==> src/rtl/mux16_rr_arbiter.sv <==
// mux16_rr_arbiter: round-robin owner selection for the shared 16:1 mux
// channel, with a hold limit, a one-cycle release gap and a registered data bit.
//
// Ports:
//   clk      - rising-edge clock
//   rst_n    - synchronous active-low reset
//   req      - per-requester request, held high while the channel is wanted
//   in       - data bits, bit i belongs to requester i
//   grant    - one-hot registered grant, zero when there is no owner
//   sel      - mux select, index of the current or last owner
//   valid    - high while a grant is active
//   data_out - in[sel] registered one cycle behind sel, zero when not valid
//   preempt  - one-cycle pulse when the owner is forced off by the hold limit
module mux16_rr_arbiter #(
    parameter int MAX_HOLD = 8,
    parameter int CNT_W    = 8
) (
    input  logic        clk,
    input  logic        rst_n,
    input  logic [15:0] req,
    input  logic [15:0] in,
    output logic [15:0] grant,
    output logic [3:0]  sel,
    output logic        valid,
    output logic        data_out,
    output logic        preempt
);

    typedef enum logic [1:0] {
        IDLE  = 2'd0,
        GRANT = 2'd1,
        GAP   = 2'd2
    } state_t;

    localparam logic [CNT_W-1:0] LIMIT = CNT_W'(MAX_HOLD - 1);

    state_t           state;
    logic [3:0]       ptr;
    logic [CNT_W-1:0] hold_cnt;

    logic             found;
    logic [3:0]       win;
    logic [3:0]       idx;

    // First requester at or after ptr in rotation order; the 4-bit add
    // supplies the 15->0 wrap.
    always_comb begin
        found = 1'b0;
        win   = ptr;
        idx   = '0;
        for (int i = 0; i < 16; i++) begin
            idx = ptr + 4'(i);
            if (!found && req[idx]) begin
                found = 1'b1;
                win   = idx;
            end
        end
    end

    always_ff @(posedge clk) begin
        if (!rst_n) begin
            state    <= IDLE;
            ptr      <= '0;
            hold_cnt <= '0;
            grant    <= '0;
            sel      <= '0;
            valid    <= 1'b0;
            data_out <= 1'b0;
            preempt  <= 1'b0;
        end else begin
            data_out <= valid ? in[sel] : 1'b0;
            preempt  <= 1'b0;
            unique case (state)
                IDLE, GAP: begin
                    if (found) begin
                        state    <= GRANT;
                        grant    <= 16'(1) << win;
                        sel      <= win;
                        valid    <= 1'b1;
                        hold_cnt <= '0;
                    end else begin
                        state <= IDLE;
                        grant <= '0;
                        valid <= 1'b0;
                    end
                end
                GRANT: begin
                    // A voluntary release takes priority over the limit,
                    // so no preempt pulse when both coincide.
                    if (!req[sel]) begin
                        state <= GAP;
                        grant <= '0;
                        valid <= 1'b0;
                        ptr   <= sel + 4'd1;
                    end else if (hold_cnt == LIMIT) begin
                        state   <= GAP;
                        grant   <= '0;
                        valid   <= 1'b0;
                        ptr     <= sel + 4'd1;
                        preempt <= 1'b1;
                    end else begin
                        hold_cnt <= hold_cnt + 1'b1;
                    end
                end
                default: begin
                    state <= IDLE;
                    grant <= '0;
                    valid <= 1'b0;
                end
            endcase
        end
    end

endmodule

==> config.mk <==
export PLATFORM = sky130hd
export DESIGN_NAME = mux16_rr_arbiter
export DESIGN_NICKNAME = d
export VERILOG_FILES = /design/src/rtl/mux16_rr_arbiter.sv
export SDC_FILE = /design/constraint.sdc
export NUM_CORES = 1
export LEC_CHECK = 0
export ABC_AREA = 1
export BUFFER_PORTS_ARGS = -buffer_cell sky130_fd_sc_hd__buf_2
export CELL_PAD_IN_SITES_DETAIL_PLACEMENT = 1
export CELL_PAD_IN_SITES_GLOBAL_PLACEMENT = 2
export CORE_UTILIZATION = 33
export DETAILED_ROUTE_END_ITERATION = 8
export PLACE_DENSITY = 0.95
export SETUP_SLACK_MARGIN = 0.1
export SKIP_CTS_REPAIR_TIMING = 1
export SLEW_MARGIN = 40
export SYNTH_ARGS = -nofsm -noshare
export SYNTH_HDL_FRONTEND = slang
export SYNTH_SLANG_ARGS = --single-unit
export TNS_END_PERCENT = 1
==> constraint.sdc <==
create_clock -name clk -period 8.1 [get_ports clk]
set_clock_uncertainty 0.1 [all_clocks]
set_input_delay 1.62 -clock clk [delete_from_list [all_inputs] [get_ports clk]]
set_output_delay 1.62 -clock clk [all_outputs]
set_load 0.03 [all_outputs]
==> run summary <==
FF-to-FF setup slack = 2.86 ns
total clock buffers created by CTS = 5
Post-DP HPWL = 10.3 mm
worst slew pin tran = 0.696 ns
crit share post-route = 64.7%
global route overflow = 0
Slowest-stage cell, CP = ha_1
io pins = 57
Post-Synth Adder-Cell Area = 3.01%
Filler cells = 1479
clk buf depth = 2
initial antenna violation count = 0
Vias per Instance = 5.31
pins over their slew limit = 0
Core Area = 10900 um^2
R2R cell count = 28
first-pass GRT wire length = 20.9 mm
starting density of the core = 34.2%
Die H = 108 um
Max VDD drop = 135 uV
All-Layer GR Usage = 22.4%
FF-to-FF End = hold_cnt[7]
CTS tree = done
final WL = 12.9 mm
cell area after synthesis = 3740 um^2
flops & latches, synth = 36
Root Driver = clkbuf_16
final worst slack = 2.86 ns
Via Count = 4238
clk_lat worst skew = 0.28 ns
f_max = 191 MHz
sequential share of the synthesized area = 19.3%
row count = 38
largest family of logic cells by synthesized area = simple AND/OR/NAND/NOR gates
drt first-iter violations = 154
Die Area = 11800 um^2
post-place setup slack = 2.67 ns
placed insts = 790
setup TNS = 0 ns
Synth Area per Inst = 6.07 um^2
Power per Cell Area = 433 nW/um^2
largest cells by area after synthesis = dfxtp_1 19%, nand2_1 16%, nand3_1 13%
worst hold margin = 0.362 ns
Worst setup SP type = flip-flop
overall power = 1.84 mW
max cap viols = 0
EDFF count, synth = 0
Post-synth top cells = 163 x nand2_1, 95 x nand3_1, 54 x inv_1
Synth Area in Simple Gates = 47.7%
post-synthesis compound-gate area fraction = 16.5%
synthesized net count = 659
most common cell in the synthesized netlist = nand2_1
min-delay src = grant[0]
Port Buffers = 56
Main synth FF type = dfxtp_1
Final Non-Filler Cells = 798
Syn-to-layout area delta = 13.8%
RSZ-0062 raised after global routing = no
# nets final = 700
largest stage delay on the critical path = 0.70 ns
Hold Crit Endpoint = grant[0]
post-synthesis xor/xnor area fraction = 2.51%
area leader, netlist = dfxtp_1
Yosys top cell area share = 19.3%
Placer Congestion = 0.884
Synth Warn # = 0
ant diodes = 0
Final Setup Violations = 0
post-synthesis mux area share = 0%
r2r startpoint = ptr[1]
Setup CP Type = reg -> reg
Reg clk slew, reported paths = 0.06 ns
Antenna Nets Post-Route = 0
fraction of layout cells with a size suffix above 1 = 20.1%
Cells after Synth = 616
CP arrival = 5.33 ns
largest net degree at the start of global routing = 29
Req. time, crit path = 8.19 ns
count of cell types in the netlist = 45
routed length per instance = 16.1 um
Leak Pwr = 1.99 nW
critical path peak fanout = 20
CTS H-tree depth = 2
vias in the first global route = 4394
hold depth = 2
status = finished clean
clock sink count = 36
DR pass1 iterations = 4
Min-Delay Path Class = reg -> reg
Critical Path Sink Type = flip-flop
final hold vios = 0
Max-slew headroom = 53.6%
DRC = 0
Final min period = 5.24 ns
chip width = 108 um
Post-synth ARST share = 0%
-- worst max-delay path by stage --
stage                start          end  slack [ns]
floorplan           req[3]    grant[10]        3.97
global placement    ptr[1]  hold_cnt[7]        3.15
detailed placement  ptr[1]  hold_cnt[7]        2.67
CTS                 ptr[1]  hold_cnt[7]        2.62
global route        ptr[1]  hold_cnt[7]        2.46
finish              ptr[1]  hold_cnt[7]        2.86
-- sequential cells by signal, summed over array words and instances (netlist names) --
name,count
preempt,1
hold_cnt,8
grant,16
data_out,1
sel,4
state,2
ptr,4
-- per-layer routing --
metal  vias to the layer above  part of all wire, %  track usage (%)
li1                       2128                    -                -
met1                      2027                   44             28.1
met2                        70                   51             40.4
met3                        13                  3.3             2.41
met4                         0                  1.6             5.98
met5                         -                    0                0
-- power breakdown --
group / internal [mW] / leakage [nW] / switching (mW)
combinational: 0.377 / 1.61 / 0.973
sequential: 0.211 / 0.292 / 0.0486
clock: 0.162 / 0.0901 / 0.0715
total: 0.750 / 1.99 / 1.09
-- layout make-up --
type                       instances  area, um^2  share of cell area, %
inverter                          68         273                   6.41
timing repair buffer              57         288                   6.76
sequential                        36         721                   16.9
tap                              140         175                   4.12
clock buffer                       7         153                   3.59
multi-input combinational        489        2620                   61.5
clock inverter                     1        30.0                  0.706
-- logic make-up after synthesis --
kind of cell | Yosys count
and+or+nand+nor | 367
AOI/OAI and AO/OA | 104
buffers and inverters | 91
DFF | 36
xor gates and xnor gates | 9
adders and majority gates | 9
-- layout by cell type (no fill, tap or decap), types with 6 or more instances in the layout --
cell and n:
xor2_1 6, o221ai_1 7, dfxtp_1 36, nand2_4 7, nand3_1 95, nor2_1 37
nand2_2 16, o21ai_0 40, inv_1 54, nand2_1 163, nor2_2 9, inv_2 9
nand4_1 16, a21oi_1 33, nand3_2 6, ha_1 9, buf_2 56
-- stage by stage --
stage | area [um^2] | utilization, %
after floorplan | 3740 | -
after global placement | 4060 | 37.2
after detailed placement | 4060 | 37.2
after CTS | 4250 | 38.8
after global routing | 4250 | 38.9
final | 4250 | 38.9
-- worst max-delay path, delay by kind of cell, from the launching register on --
family                   cells  cell delay (ns)
AO/OA/AOI/OAI                3             0.76
AND/OR/NAND/NOR             20             1.98
flip-flops                   1             0.69
adder cells (fa/ha/maj)      1             0.70
buffers and inverters        4             0.91
(Power assumes the default switching activity.)
